**config.mk**
```make
export PLATFORM = sky130hd
export DESIGN_NAME = if1_fetch_ctrl
export DESIGN_NICKNAME = d
export VERILOG_FILES = /design/src/rtl/if1_fetch_ctrl.sv
export SDC_FILE = /design/constraint.sdc
export NUM_CORES = 1
export LEC_CHECK = 0
export BUFFER_PORTS_ARGS = -buffer_cell sky130_fd_sc_hd__buf_2
export CORE_AREA = 2 2 146 148
export CTS_CLUSTER_SIZE = 10
export DETAILED_ROUTE_END_ITERATION = 8
export DIE_AREA = 0 0 148 150
export PLACE_DENSITY_LB_ADDON = 0.12
export SYNTH_ARGS = -nofsm -noshare
export SYNTH_HDL_FRONTEND = slang
export SYNTH_SLANG_ARGS = --single-unit
export TNS_END_PERCENT = 20
```
**constraint.sdc**
```tcl
create_clock -name clk -period 4.6 [get_ports clk]
set_input_delay 1.38 -clock clk [delete_from_list [all_inputs] [get_ports clk]]
set_output_delay 1.38 -clock clk [all_outputs]
set_load 0.01 [all_outputs]
```
**src/rtl/if1_fetch_ctrl.sv**
```systemverilog
// IF1 fetch controller: issues icache requests for the fetch PC and unpacks each
// returned 64-bit line into one or two instruction-FIFO entries.
`ifndef CACHE_TO_FIFO_WD
`define CACHE_TO_FIFO_WD 102
`endif

module if1_fetch_ctrl #(
  parameter logic [31:0] RESET_PC = 32'hbfc00000,
  parameter logic [4:0]  EXC_ADEL = 5'h04
) (
  input  logic                         clk,
  input  logic                         reset,
  input  logic                         ds_flush,
  input  logic [31:0]                  flush_pc,
  input  logic                         fifo_allowin,
  output logic                         inst_req,
  output logic [31:0]                  inst_addr,
  input  logic                         inst_addr_ok,
  input  logic                         inst_data_ok,
  input  logic [63:0]                  inst_rdata,
  output logic                         valid_i_0,
  output logic                         valid_i_1,
  output logic [`CACHE_TO_FIFO_WD-1:0] icache_bus_0,
  output logic [`CACHE_TO_FIFO_WD-1:0] icache_bus_1,
  output logic [31:0]                  fetch_pc
);

  typedef enum logic [2:0] {RUN, WAIT, DISCARD, EXC, HALT} state_t;

  typedef struct packed {
    logic        ex;
    logic [4:0]  excode;
    logic [31:0] pd_pc;
    logic [31:0] inst;
    logic [31:0] pc;
  } entry_t;

  state_t      state, state_nxt;
  logic [31:0] pc, pc_nxt;
  logic [31:0] req_pc;
  entry_t      slot0, slot1;

  // NOTE: state registers use non-blocking assignments so every flop samples
  // the pre-edge values of the others; blocking here would create ordering races.
  always_ff @(posedge clk or posedge reset) begin
    if (reset) begin
      state  <= RUN;
      pc     <= RESET_PC;
      req_pc <= '0;
    end else begin
      state <= state_nxt;
      pc    <= pc_nxt;
      if (inst_req && inst_addr_ok)
        req_pc <= pc;
    end
  end

  // NOTE: every output of this block gets a default first; a path that leaves
  // one unassigned would infer a latch.
  always_comb begin
    state_nxt = state;
    pc_nxt    = pc;
    inst_req  = 1'b0;
    valid_i_0 = 1'b0;
    valid_i_1 = 1'b0;
    slot0     = '0;
    slot1     = '0;

    case (state)
      RUN: begin
        if (pc[1:0] != 2'b00) begin
          state_nxt = EXC;
        end else begin
          inst_req = fifo_allowin && !ds_flush;
          if (inst_req && inst_addr_ok)
            state_nxt = WAIT;
        end
      end
      WAIT: begin
        if (inst_data_ok) begin
          valid_i_0   = 1'b1;
          slot0.pc    = req_pc;
          slot0.pd_pc = req_pc + 32'd4;
          if (!req_pc[2]) begin
            valid_i_1   = 1'b1;
            slot0.inst  = inst_rdata[31:0];
            slot1.pc    = req_pc + 32'd4;
            slot1.pd_pc = req_pc + 32'd8;
            slot1.inst  = inst_rdata[63:32];
            pc_nxt      = req_pc + 32'd8;
          end else begin
            slot0.inst  = inst_rdata[63:32];
            pc_nxt      = req_pc + 32'd4;
          end
          state_nxt = RUN;
        end
      end
      DISCARD: begin
        if (inst_data_ok)
          state_nxt = RUN;
      end
      EXC: begin
        if (fifo_allowin) begin
          valid_i_0    = 1'b1;
          slot0.ex     = 1'b1;
          slot0.excode = EXC_ADEL;
          slot0.pd_pc  = pc + 32'd4;
          slot0.pc     = pc;
          state_nxt    = HALT;
        end
      end
      HALT: ;
      default: state_nxt = RUN;
    endcase

    // A redirect overrides everything; an accepted-but-unreturned request must be drained.
    if (ds_flush) begin
      pc_nxt    = flush_pc;
      valid_i_0 = 1'b0;
      valid_i_1 = 1'b0;
      slot0     = '0;
      slot1     = '0;
      case (state)
        WAIT, DISCARD: state_nxt = inst_data_ok ? RUN : DISCARD;
        RUN:           state_nxt = (inst_req && inst_addr_ok) ? DISCARD : RUN;
        default:       state_nxt = RUN;
      endcase
    end

    // Outputs are held quiet for the whole time reset is asserted.
    if (reset) begin
      inst_req  = 1'b0;
      valid_i_0 = 1'b0;
      valid_i_1 = 1'b0;
      slot0     = '0;
      slot1     = '0;
    end
  end

  assign inst_addr    = {pc[31:3], 3'b000};
  assign fetch_pc     = pc;
  assign icache_bus_0 = slot0;
  assign icache_bus_1 = slot1;

endmodule

```
# After elaboration in Yosys (flattened, before gate mapping)
# Index checks and enable logic that the tools add are counted.
# W data, S select, Z words.
dict set report word_totals {
  register_bits 67
  latch_bits 0
  ram_bits 0
  romBits 0
  n_memories 0
}
dict set report classes {
  addsub 3
  mul 0
  div_mod_pow 0
  order_cmp 0
  n_eq_ne 8
  shift 0
  mux 41
  bitwise 0
  reduce_logical 12
}
# cell n
set op_table {}
lappend op_table {{$mux W96} 5}
lappend op_table {{$mux W102} 3}
lappend op_table {{$mux W32} 7}
lappend op_table {{$pmux W32 S2} 2}
lappend op_table {{$add A32 B3 Y32 const B} 2}
lappend op_table {{$mux W38} 1}
lappend op_table {{$add A32 B4 Y32 const B} 1}
lappend op_table {{$mux W3} 5}
lappend op_table {{$mux W1} 12}
lappend op_table {{$pmux W3 S4} 1}
lappend op_table {{$eq A3 B2 Y1 const B} 2}
lappend op_table {{$mux W6} 1}
lappend op_table {{$reduce_bool A2 Y1} 3}
lappend op_table {{$logic_and A1 B1 Y1} 4}
lappend op_table {{$mux W2} 2}
lappend op_table {{$ne A4 B4 Y1 const B} 1}
lappend op_table {{$pmux W2 S2} 1}
lappend op_table {{$reduce_and A4 Y1} 1}
lappend op_table {{$eq A3 B1 Y1 const B} 1}
lappend op_table {{$eq A3 B3 Y1 const B} 1}
lappend op_table {{$logic_not A3 Y1} 1}
lappend op_table {{$ne A3 B1 Y1 const B} 1}
lappend op_table {{$ne A3 B3 Y1 const B} 1}
lappend op_table {{$ne A2 B2 Y1 const B} 1}
lappend op_table {{4 further kinds} 4}

# Logic depth before layout (Yosys ltp)
dict set report logic_depth {
  ltp_word 8
  depth_mapped 8
  ltp_nobuf 6
}

# Worst setup path after synthesis
# OpenSTA, ideal clock, no wires.
dict set report synth_path {
  kind {input -> output}
  from {input port ds_flush}
  to {output port icache_bus_1[28]}
  arrival_time_ns 2.961
  required_time_ns 3.220
  path_slack_ns 0.259
  stages 7
  path_buffers 3
  path_cell_list {clkbuf_1 -> nor3_1 -> nand2_1 -> or3_1 -> buf_2 -> buf_1 -> nor2_1}
}
dict set report synth_between {
  elab_chain_len 2
}
# element line
set synth_rtl {}
lappend synth_rtl {{from (decl)} 13} ;# input logic ds_flush,
lappend synth_rtl {{$mux W96} 117} ;# if (ds_flush) begin
lappend synth_rtl {{$mux W102} 131} ;# if (reset) begin
lappend synth_rtl {{to (decl)} 24} ;# output logic [`CACHE_TO_FIFO_WD-1:0] icache_bus_1,
# No other way between the ends.

# Worst setup path after layout
dict set report layout_path {
  from {input port inst_data_ok}
  to {output port icache_bus_0[88]}
}
dict set report layout_between {
  elab_chain_len 4
}
# element line
set layout_rtl {}
lappend layout_rtl {{from (decl)} 19} ;# input logic inst_data_ok,
lappend layout_rtl {{$mux W96} 80} ;# if (inst_data_ok) begin
lappend layout_rtl {{$pmux W32 S2} 69} ;# case (state)
lappend layout_rtl {{$mux W102} 117}
lappend layout_rtl {{$mux W102} 131}
lappend layout_rtl {{to (decl)} 23} ;# output logic [`CACHE_TO_FIFO_WD-1:0] icache_bus_0,
# No other way between the ends.

==> results.json <==
{
  "run_status": "completed",
  "place_congestion": 0.8738,
  "netlist_instances": 936,
  "die_w_um": 148,
  "antenna_left": 0,
  "grt_max_degree": 73,
  "initial_core_util": 0.3411,
  "crit_arrival_ps": 3170,
  "via_per_inst": 5.257,
  "p_comb_frac": 0.383,
  "drc_errors": 0,
  "worstMarginPinSlew_ps": 823.4,
  "antenna_found_initial": 5,
  "dr.max_layer_used": "met5",
  "rsz0062_at_grt": "no",
  "wire_per_inst_um": 20.07,
  "end_kind": "output port",
  "routed_wl_mm": 29.95,
  "p_leak_nw": 4.304,
  "hold_start": "req_pc[0]",
  "async_reset_ff_frac": 1.000,
  "rows": 53,
  "netlist.area_leader.share": 0.2056,
  "core_mm2": 0.02069,
  "dp_hpwl_mm": 21.73,
  "drive_above_1_share": 0.3797,
  "grt_overflow": 0,
  "syn_avg_cell_area_um2": 7.541,
  "met1Wirelength_mm": 12.99,
  "fin_crit_ps": 4550,
  "post-place-ws_ps": 23.60,
  "cap_violations": 0,
  "worstSetupPathType": "in2out",
  "relSlewSlack": 0.4510,
  "numCtsBuffers": 9,
  "drtIter0Drc": 411,
  "drv_slew": 0,
  "grt_usage": 0.2626,
  "dieArea_mm2": 0.02220,
  "finClkSkew_ps": 10.62,
  "slowest_delay_ps": 530,
  "grt_pass1_vias": 7517,
  "ys_top_cells_by_area": "dfrtp_1 21%, nor2_1 8.0%, xnor2_1 7.6%",
  "crit_required_ps": 3220,
  "via_count": 7843,
  "critical_path.cell_chain": "buf_2 -> nand2b_1 -> or3b_2 -> buf_4 -> or4_1 -> a31oi_1 -> buf_2",
  "switching_power_mw": 1.323,
  "peakVddDrop_uv": 161.0,
  "synth-seq-cells": 67,
  "fin_setup_tns_ps": 0,
  "area_delta_synth_final_pct": 29.46,
  "max_freq_mhz": 219.8,
  "first_pass_iters": 5,
  "cts_root_buf": "clkbuf_16",
  "intPower_mw": 1.779,
  "pin_count": 373,
  "ys.flop_type": "dfrtp_1",
  "tritoncts": "yes",
  "layout.nets": 1318,
  "path_common_cell": "buf_2",
  "cp-start-kind": "primary input",
  "swShare": 0.4264,
  "min_path_type": "reg2reg",
  "synthDistinctLibCells": 51,
  "crit_fanout": 3,
  "yosysWarningCount": 0,
  "met2WireLength_mm": 14.15,
  "critical_path.startpoint": "inst_data_ok",
  "r2r_start": "req_pc[2]",
  "syn_area_mm2": 0.007058,
  "h-tree-depth": 3,
  "cts_hold_buf": 0,
  "io_buffers": 358,
  "synth-edff-count": 0,
  "cts.path.max_buffers": 2,
  "die_height_um": 150,
  "clockPowerShare": 0.248,
  "yosysTopAreaCell": "dfrtp_1",
  "grt_pass1_wl_mm": 45.07,
  "power.density_mw_per_mm2": 339.5,
  "cpMaxStageDelayCell": "or3b_2",
  "period_share": 0.9891,
  "clk_pin_slew_ps": 60,
  "fin_hold_ws_ps": 559.7,
  "clock_latency_ps": 350,
  "final_hold_viol_count": 0,
  "seq_power_share": 0.369,
  "ys_seq_area_frac": 0.2391,
  "wl_met3_mm": 1.912,
  "cts.sinks": 67,
  "worst_slack_ps": 49.93,
  "setup_viol": 0
}
path summary, 6_finish.rpt:
check	endpoint	slack, ps	depth (start not counted)
setup / recovery	icache_bus_0[88]	50	7
hold / removal	req_pc[0]	560	1
setup reg to reg	fetch_pc[22]	1970	7
hold reg to reg	req_pc[0]	560	1
max in group asynchronous	fetch_pc[29]	3000	3
min in group asynchronous	fetch_pc[2]	1160	3
registers in the layout (all words and copies together), names as in the netlist:
register	count
fetch_pc	32
req_pc	32
state	3
layout make-up:
type	instances	area, um^2
Fill cell	2203	11550
Clock buffer	10	239.0
Multi-Input combinational cell	722	4608
Clock inverter	5	77.57
Inverter	17	63.81
Sequential cell	67	1689
Timing Repair Buffer	393	2108
Tap cell	275	344.1
Antenna cell	3	7.507
worst max-delay path: cells and delay by family:
family          cells  cell delay [ps]
simple gates        3             1100
compound gates      1              230
buf+inv             3              460
layer usage:
layer | global-route usage | vias to the layer above
li1 | - | 3735
met1 | 0.3400 | 3747
met2 | 0.4414 | 309
met3 | 0.04421 | 48
met4 | 0.09429 | 4
met5 | 0 | -
power by group through the flow:
stage	sequential, mW	combinational (mW)	clock (mW)
2_1_floorplan	0.895	1.07	0
4_1_cts	1.14	1.20	0.788
5_1_grt	1.19	1.30	0.812
3_3_place_gp	1.15	1.19	0
6_report	1.15	1.19	0.768
3_5_place_dp	1.15	1.19	0
Yosys cell counts, types with 11 or more instances:
master	n
nor2_1	151
xnor2_1	61
and2_1	59
dfrtp_1	58
clkbuf_1	55
buf_4	52
nand2_1	51
a22oi_1	41
mux2i_1	41
o21ai_0	33
nand3_1	31
mux2_2	26
a21oi_1	25
buf_2	24
nand4_1	21
nor3_1	17
inv_1	16
xor2_1	16
o22ai_1	12
and4_1	11
buf_1	11
nor4_1	11
logic make-up (layout without fill, tap and decap cells):
logic type,Yosys count,count (layout),synth area share
and+or+nand+nor,405,405,0.2939
DFF,67,67,0.2391
buffers and inverters,160,425,0.1181
AOI/OAI and AO/OA,153,153,0.1425
xor gates and xnor gates,77,77,0.09555
adders and majority gates,6,6,0.01064
other,1,17,0.0005313
muxes,67,67,0.09963
timing repair:
| action | in CTS | in global routing |
|---|---|---|
| setup endpoints to repair | 0 | 16 |
| gates resized for setup | 0 | 2 |
| buffers inserted | 0 | 0 |
stage by stage:
stage | utilization | cell area [um^2] | instances | power (mW)
after CTS | 0.4409 | 9121 | 1489 | 3.125
after global placement | 0.4256 | 8805 | 1474 | 2.339
after detailed placement | 0.4256 | 8805 | 1474 | 2.341
final | 0.4416 | 9138 | 1492 | 3.102
after floorplan | - | 7107 | 949 | 1.970
after global routing | 0.4415 | 9135 | 1491 | 3.306
cell usage in the layout (no fill, tap or decap), types with 9 or more instances in the layout:
cell / Yosys / layout
buf_2: 24 / 358
nor2_1: 151 / 151
xnor2_1: 61 / 61
and2_1: 59 / 59
dfrtp_1: 58 / 57
nand2_1: 51 / 50
mux2i_1: 41 / 41
a22oi_1: 41 / 41
o21ai_0: 33 / 33
nand3_1: 31 / 30
buf_4: 52 / 30
mux2_2: 26 / 26
a21oi_1: 25 / 25
nand4_1: 21 / 21
nor3_1: 17 / 17
xor2_1: 16 / 16
inv_1: 16 / 15
conb_1: 1 / 14
o22ai_1: 12 / 12
and4_1: 11 / 11
nor4_1: 11 / 11
a21o_1: 9 / 9
or4_1: 9 / 9
clkbuf_16: 0 / 9
dfstp_2: 9 / 9
No activity file was read; power rests on OpenSTA's default activity.
